**config.mk**
```make
export PLATFORM = sky130hd
export DESIGN_NAME = universal_shift_reg_n_flat
export DESIGN_NICKNAME = d
export VERILOG_FILES = /design/src/rtl/universal_shift_reg_n_if.sv /design/src/rtl/universal_shift_reg_n.sv /design/src/flat_wrapper.sv
export SDC_FILE = /design/constraint.sdc
export NUM_CORES = 1
export LEC_CHECK = 0
export ABC_AREA = 1
export CAP_MARGIN = 10
export CELL_PAD_IN_SITES_DETAIL_PLACEMENT = 1
export CELL_PAD_IN_SITES_GLOBAL_PLACEMENT = 1
export CORE_ASPECT_RATIO = 1.75
export CORE_UTILIZATION = 34
export CTS_BUF_LIST = sky130_fd_sc_hd__clkbuf_4
export DETAILED_ROUTE_END_ITERATION = 12
export PLACE_DENSITY = 0.89
export SLEW_MARGIN = 20
export SYNTH_ARGS = -nofsm -noshare
export SYNTH_HDL_FRONTEND = slang
export SYNTH_SLANG_ARGS = --single-unit
```
**constraint.sdc**
```tcl
create_clock -name clk -period 1.9 [get_ports clk]
set_input_delay 0.475 -clock clk [delete_from_list [all_inputs] [get_ports clk]]
set_output_delay 0.475 -clock clk [all_outputs]
set_load 0.05 [all_outputs]
```
**src/rtl/universal_shift_reg_n_if.sv**
```systemverilog
// Operation and data bus of the universal shift register. The master side
// issues operations and serial input bits. The slave side is the register.
interface universal_shift_reg_n_if #(
  parameter int WIDTH = 8,
  parameter int CNT_W = 4
);
  logic             op_valid;
  logic             op_ready;
  logic [2:0]       mode;
  logic             s_left_din;
  logic             s_right_din;
  logic [WIDTH-1:0] p_din;
  logic [CNT_W-1:0] amt;
  logic             burst_left;
  logic [WIDTH-1:0] p_dout;
  logic             s_left_dout;
  logic             s_right_dout;
  logic             done;

  modport master (
    output op_valid, mode, s_left_din, s_right_din, p_din, amt, burst_left,
    input  op_ready, p_dout, s_left_dout, s_right_dout, done
  );

  modport slave (
    input  op_valid, mode, s_left_din, s_right_din, p_din, amt, burst_left,
    output op_ready, p_dout, s_left_dout, s_right_dout, done
  );
endinterface

```
**src/rtl/universal_shift_reg_n.sv**
```systemverilog
// WIDTH-bit universal shift register: hold, shifts, rotates and parallel load
// in one edge, plus an autonomous multi-edge burst shift with a done pulse.
module universal_shift_reg_n #(
  parameter int WIDTH = 8,
  parameter int CNT_W = 4
) (
  input  logic                   clk,
  input  logic                   clr,
  universal_shift_reg_n_if.slave bus
);
  localparam logic [0:0] IDLE  = 1'b0;
  localparam logic [0:0] BURST = 1'b1;

  logic [0:0]       state_reg, state_next;
  logic [CNT_W-1:0] remaining_reg, remaining_next;
  logic             dir_left_reg, dir_left_next;
  logic [WIDTH-1:0] data_reg, data_next;
  logic             done_reg, done_next;

  logic [WIDTH-2:0] upper_bits;
  logic [WIDTH-1:0] shr_val, shl_val, rotr_val, rotl_val, asr_val, burst_val;
  logic             burst_dir;

  genvar gi;
  generate
    for (gi = 0; gi < WIDTH - 1; gi++) begin : g_upper
      assign upper_bits[gi] = data_reg[gi+1];
    end
  endgenerate

  assign shr_val  = {bus.s_right_din, upper_bits};
  assign shl_val  = {data_reg[WIDTH-2:0], bus.s_left_din};
  assign rotr_val = {data_reg[0], upper_bits};
  assign rotl_val = {data_reg[WIDTH-2:0], data_reg[WIDTH-1]};
  assign asr_val  = {data_reg[WIDTH-1], upper_bits};

  // Direction is taken live on the accept edge, then held for the rest of the burst.
  assign burst_dir = (state_reg == IDLE) ? bus.burst_left : dir_left_reg;
  assign burst_val = burst_dir ? shl_val : shr_val;

  always_comb begin
    state_next     = state_reg;
    remaining_next = remaining_reg;
    dir_left_next  = dir_left_reg;
    data_next      = data_reg;
    done_next      = 1'b0;
    if (state_reg == BURST) begin
      data_next      = burst_val;
      remaining_next = remaining_reg - CNT_W'(1);
      if (remaining_reg == CNT_W'(1)) begin
        state_next = IDLE;
        done_next  = 1'b1;
      end
    end else if (bus.op_valid) begin
      case (bus.mode)
        3'b000: data_next = data_reg;
        3'b001: data_next = shr_val;
        3'b010: data_next = shl_val;
        3'b011: data_next = bus.p_din;
        3'b100: data_next = rotr_val;
        3'b101: data_next = rotl_val;
        3'b110: data_next = asr_val;
        default: begin
          dir_left_next = bus.burst_left;
          if (bus.amt == '0) begin
            done_next = 1'b1;
          end else begin
            data_next = burst_val;
            if (bus.amt == CNT_W'(1)) begin
              done_next = 1'b1;
            end else begin
              remaining_next = bus.amt - CNT_W'(1);
              state_next     = BURST;
            end
          end
        end
      endcase
    end
  end

  // All state moves on the falling edge; clr also aborts a burst without a done pulse.
  always_ff @(negedge clk) begin
    if (clr) begin
      state_reg     <= IDLE;
      remaining_reg <= '0;
      dir_left_reg  <= 1'b0;
      data_reg      <= '0;
      done_reg      <= 1'b0;
    end else begin
      state_reg     <= state_next;
      remaining_reg <= remaining_next;
      dir_left_reg  <= dir_left_next;
      data_reg      <= data_next;
      done_reg      <= done_next;
    end
  end

  assign bus.op_ready     = (state_reg == IDLE);
  assign bus.p_dout       = data_reg;
  assign bus.s_left_dout  = data_reg[WIDTH-1];
  assign bus.s_right_dout = data_reg[0];
  assign bus.done         = done_reg;
endmodule

```
**src/flat_wrapper.sv**
```systemverilog
// flat-port wrapper written by rule: the top's interface ports become plain ports
module universal_shift_reg_n_flat 
#(
  parameter int WIDTH = 8,
  parameter int CNT_W = 4
)
  (clk, clr, bus_op_valid, bus_mode, bus_s_left_din, bus_s_right_din, bus_p_din, bus_amt, bus_burst_left, bus_op_ready, bus_p_dout, bus_s_left_dout, bus_s_right_dout, bus_done);
  universal_shift_reg_n_if #(.WIDTH(WIDTH), .CNT_W(CNT_W)) bus_i ();
  input  logic clk;
  input  logic clr;
  input wire logic [$bits(bus_i.op_valid)-1:0] bus_op_valid;
  input wire logic [$bits(bus_i.mode)-1:0] bus_mode;
  input wire logic [$bits(bus_i.s_left_din)-1:0] bus_s_left_din;
  input wire logic [$bits(bus_i.s_right_din)-1:0] bus_s_right_din;
  input wire logic [$bits(bus_i.p_din)-1:0] bus_p_din;
  input wire logic [$bits(bus_i.amt)-1:0] bus_amt;
  input wire logic [$bits(bus_i.burst_left)-1:0] bus_burst_left;
  output wire logic [$bits(bus_i.op_ready)-1:0] bus_op_ready;
  output wire logic [$bits(bus_i.p_dout)-1:0] bus_p_dout;
  output wire logic [$bits(bus_i.s_left_dout)-1:0] bus_s_left_dout;
  output wire logic [$bits(bus_i.s_right_dout)-1:0] bus_s_right_dout;
  output wire logic [$bits(bus_i.done)-1:0] bus_done;
  assign bus_i.op_valid = bus_op_valid;
  assign bus_i.mode = bus_mode;
  assign bus_i.s_left_din = bus_s_left_din;
  assign bus_i.s_right_din = bus_s_right_din;
  assign bus_i.p_din = bus_p_din;
  assign bus_i.amt = bus_amt;
  assign bus_i.burst_left = bus_burst_left;
  assign bus_op_ready = bus_i.op_ready;
  assign bus_p_dout = bus_i.p_dout;
  assign bus_s_left_dout = bus_i.s_left_dout;
  assign bus_s_right_dout = bus_i.s_right_dout;
  assign bus_done = bus_i.done;
  universal_shift_reg_n #(.WIDTH(WIDTH), .CNT_W(CNT_W)) u_core (.clk(clk), .clr(clr), .bus(bus_i));
endmodule
```
==> results of run 1 <==
[what timing repair did]
item | CTS
gates cloned | 1
endpoints found under the setup margin | 27
pin swaps | 27
gates resized for setup | 105
setup buffers | 8
hold buffers | 0
[per-stage QoR]
| stage | area (µm²) | cells |
|---|---|---|
| 3_5_place_dp | 2030 | 320 |
| 2_1_floorplan | 1450 | 225 |
| 4_1_cts | 2440 | 347 |
| 3_3_place_gp | 2030 | 320 |
[cell families after synthesis]
| kind of cell | count (synthesis) | share of synthesized area, % |
|---|---|---|
| DFF | 15 | 22.6 |
| adders and majority gates | 5 | 4.72 |
| AOI/OAI and AO/OA | 27 | 12.4 |
| xor gates and xnor gates | 2 | 1.32 |
| and+or+nand+nor | 144 | 47.1 |
| buffers and inverters | 32 | 11.9 |
[cells in the mapped netlist]
library cell,count,share of area [%]
nor2_1,40,11
o21a_1,1,0.57
o211ai_1,1,0.57
o21ai_1,1,0.38
clkbuf_1,1,0.28
dfxtp_1,15,23
nand3_2,1,0.75
ha_1,5,4.7
xnor2_1,2,1.3
nand2_1,61,17
buf_4,4,2.3
a31oi_1,1,0.47
o21ai_0,9,3.4
nand2_4,2,1.7
a21oi_2,6,4.0
inv_2,2,0.57
nand2_2,4,1.9
nand3_1,28,11
a21oi_1,8,3.0
buf_6,3,2.5
nand4_1,4,1.9
inv_1,22,6.2
nor2_2,2,0.94
nor3_1,2,0.75
==> impl_metrics.toml, run 1 <==
[run_status]
status = "aborted with a tool error"
stop_stage = "global routing (5_1_grt)"
tool.error = "[ERROR DPL-0033] detailed placement checks failed during check placement."

[yosys]
synth_warnings = 0
syn_area_mm2 = 0.00133
seq_area_frac_synth_pct = 22.6
synth_fp_nets = 251
ys_ff_latch = 15
synth_cell_type_count = 24
syn_avg_cell_area_um2 = 5.89
synthCells = 225

[clock_tree]
h-tree-depth = 1
cts_buffer_depth = 2
cts_inserted_buffers = 3
clock-sinks = 15
root_buffer = "clkbuf_4"

[die]
start_util_pct = 36.2
die-height_um = 84.6
io-pin-count = 33
die_width_um = 49.2
row_count = 29

[timing]
worst_endpoint = "bus_op_ready"
worstEndpointType = "primary output"

[placement]
routabilityCongestion = 0.807
pre_cts_slack_ns = -1.04
io_buffers = 32
dp_hpwl_um = 3870

[grt]
grt_max_degree = 13
antenna_found_initial = 0
==> run 2: changes to the inputs <==
- CELL_PAD_IN_SITES_DETAIL_PLACEMENT: 1 -> default
- CELL_PAD_IN_SITES_GLOBAL_PLACEMENT: 1 -> default
- CORE_AREA: default -> 2 2 63 65
- CORE_ASPECT_RATIO: 1.75 -> default
- CORE_UTILIZATION: 34 -> default
- CTS_BUF_LIST: sky130_fd_sc_hd__clkbuf_4 -> default
- DIE_AREA: default -> 0 0 65 67
- PLACE_DENSITY: 0.89 -> default
- PLACE_DENSITY_LB_ADDON: default -> 0.15
==> impl_metrics.toml, run 2 <==
[layout]
final_area_mm2 = 0.00264
mostFrequentLayoutCells = "nand2_1 (48), inv_1 (29), nor2_1 (26)"
fin_nets = 329
stdcell_count = 350
drive_above_1_share_pct = 46.4
fin_util_pct = 73.3
area_delta_synth_final_pct = 99.3
final_common_cell = "nand2_1"
n_antenna_cell = 0
largest_reg_flops = 8

[yosys]
synth_cell_type_count = 24
synth_top_family_by_area = "simple AND/OR/NAND/NOR gates"
synthCells = 225
synth_top_flop_cell = "dfxtp_1"
synth-edff-count = 0
synth_xor_area_share_pct = 1.32
ys_ff_latch = 15
yosysMostFrequentCell = "nand2_1"
netlist_top_cells_area = "dfxtp_1 (23%), nand2_1 (17%), nor2_1 (11%)"
synthMuxAreaShare_pct = 0
synth_common_cells = "nand2_1 (61), nor2_1 (40), nand3_1 (28)"
synth_warnings = 0
synthAdderAreaFrac_pct = 4.72
synth_top_area_share_pct = 22.6
synth_fp_nets = 251
synth_compound_area_share_pct = 12.4
yosys.area_share.simple_pct = 47.1
syn_avg_cell_area_um2 = 5.89
seq_area_frac_synth_pct = 22.6
syn_area_mm2 = 0.00133
synthArstFlopShare_pct = 0
netlist.top_cell.by_area = "dfxtp_1"

[clock_tree]
clock-sinks = 15
worstSkewPairLatency_ns = 0.33
root_buffer = "clkbuf_8"
cts_buffer_depth = 2
h-tree-depth = 1
cts_inserted_buffers = 3
cts_tree = "built"
clkTransAtPathRegs_ns = 0.03

[setup_path]
r2r_cells = 9
rr_startpoint = "u_core.state_reg"
cp-start-kind = "flip-flop"
crit_path_max_fanout = 3
cp.buffers_inverters = 1
regToRegSetupSlack_ns = 0.51
crit_arrival_ns = 1.79
critPathKind = "flip-flop to primary output"
crit_cells = 1
worst_ep_required_time_ns = 1.42
cpPeakStageDelay_ns = 0.37
endpoint_kind = "primary output"
worst_path_dominant_cell_family = "flip-flops"
cp_slowest_cell = "dfxtp_4"
rr_endpoint = "u_core.bus.p_dout[3]"
crit_chain = "buf_12"

[placement]
placed_area_mm2 = 0.00204
routabilityCongestion = 0.861
dp_hpwl_um = 2930
io_buffers = 32
place_inst = 323

[drt]
drcViolationCount = 0
viasPerCell = 5.05
drtPass1Iterations = 4
initialDrtViolationCount = 111
ant_nets = 0
post_drt_wl_per_cell_um = 13.9
finalWirelength_um = 4870
vias = 1766

[timing]
slew_headroom_pct = 67.4
rsz0062_at_grt = "yes"
fin_skew_ns = 0.0167
finalMaxSlewViolations = 0
worstMarginPinSlew_ns = 0.486
setup_ws_ns = -0.365
finalSetupViolCount = 27
hold_viol = 0

[worst_hold_path]
min_delay_worst_endpoint = "u_core.remaining_reg[1]"
hold_class = "flip-flop to flip-flop"
holdPathStages = 2
min_from = "u_core.remaining_reg[1]"

[flow_run]
cap_viol_max_count = 0

[grt]
grtUsageTotal_pct = 22.2
antenna_found_initial = 0
grt_pass1_vias = 1729
grt_pass1_wl_um = 7460
overflow = 0
grt_max_degree = 13

[die]
start_util_pct = 36.8
die-height_um = 67
dieArea_mm2 = 0.00436
row_count = 22
die_width_um = 65
core-area_mm2 = 0.00361
io-pin-count = 33

[pwr]
p_leak_uw = 0.00121
power_density_mw_per_mm2 = 564
ir_drop_uv = 565

[run_status]
violations = "setup timing"
status = "complete, but fails checks"
run 2: metal layers:
layer / share of wire, % / track usage (%) / vias to the layer above / routed length [µm]
met5: 0 / 0 / - / 0
met3: 5.7 / 6.08 / 12 / 279
met2: 53 / 40.1 / 60 / 2570
li1: - / - / 879 / -
met1: 40 / 24.1 / 815 / 1930
met4: 1.8 / 10.1 / 0 / 89
run 2: cells by family after synthesis:
| logic type | after synthesis |
|---|---|
| AO/OA/AOI/OAI | 27 |
| XOR/XNOR | 2 |
| adder cells (fa/ha/maj) | 5 |
| buffers and inverters | 32 |
| flip-flops | 15 |
| AND/OR/NAND/NOR | 144 |
run 2: area by class of cell:
class,instances,area (µm²)
clock buffers,3,41.3
multi-input cells,179,1230
clock inverters,16,86.3
well taps,48,60.1
fillers,272,962
inverters,23,119
repair buffers,66,777
flip-flops and latches,15,328
run 2: how the worst max path moves through the flow:
stage	to	slack [ns]	startpoint
2_1_floorplan	u_core.bus.p_dout[2]	-0.43	bus_mode[0]
3_3_place_gp	u_core.bus.p_dout[2]	-1.00	bus_mode[1]
3_5_place_dp	u_core.bus.p_dout[1]	-1.04	bus_mode[1]
4_1_cts	bus_s_right_dout	-0.37	u_core.bus.p_dout[0]
5_1_grt	bus_op_ready	-0.40	u_core.state_reg
6_report	bus_p_dout[0]	-0.36	u_core.bus.p_dout[0]
run 2: repair_timing:
action                                  in CTS  in global routing
cloned                                       1                  0
hold buffers                                 0                  0
setup buffers                                7                  5
gates resized for setup                    103                 60
endpoints found under the setup margin      27                 27
pin swaps                                   33                 25
run 2: through the flow:
step | setup WS (ns) | hold slack, ns | power [µW] | TNS, ns
6_report | -0.365 | 0.452 | 1490 | -6.96
5_1_grt | -0.396 | 0.467 | 1580 | -7.85
4_1_cts | -0.367 | 0.454 | 1430 | -7.10
3_5_place_dp | -1.04 | 0.453 | 875 | -14.86
3_3_place_gp | -1.00 | 0.449 | 873 | -14.56
2_1_floorplan | -0.427 | 0.439 | 682 | -5.92
run 2: where the power goes:
part,internal [µW],total [µW],switching (µW)
clock network,323,530,208
registers,338,361,23.4
logic,279,600,321
No activity file was read; power rests on OpenSTA's default activity.
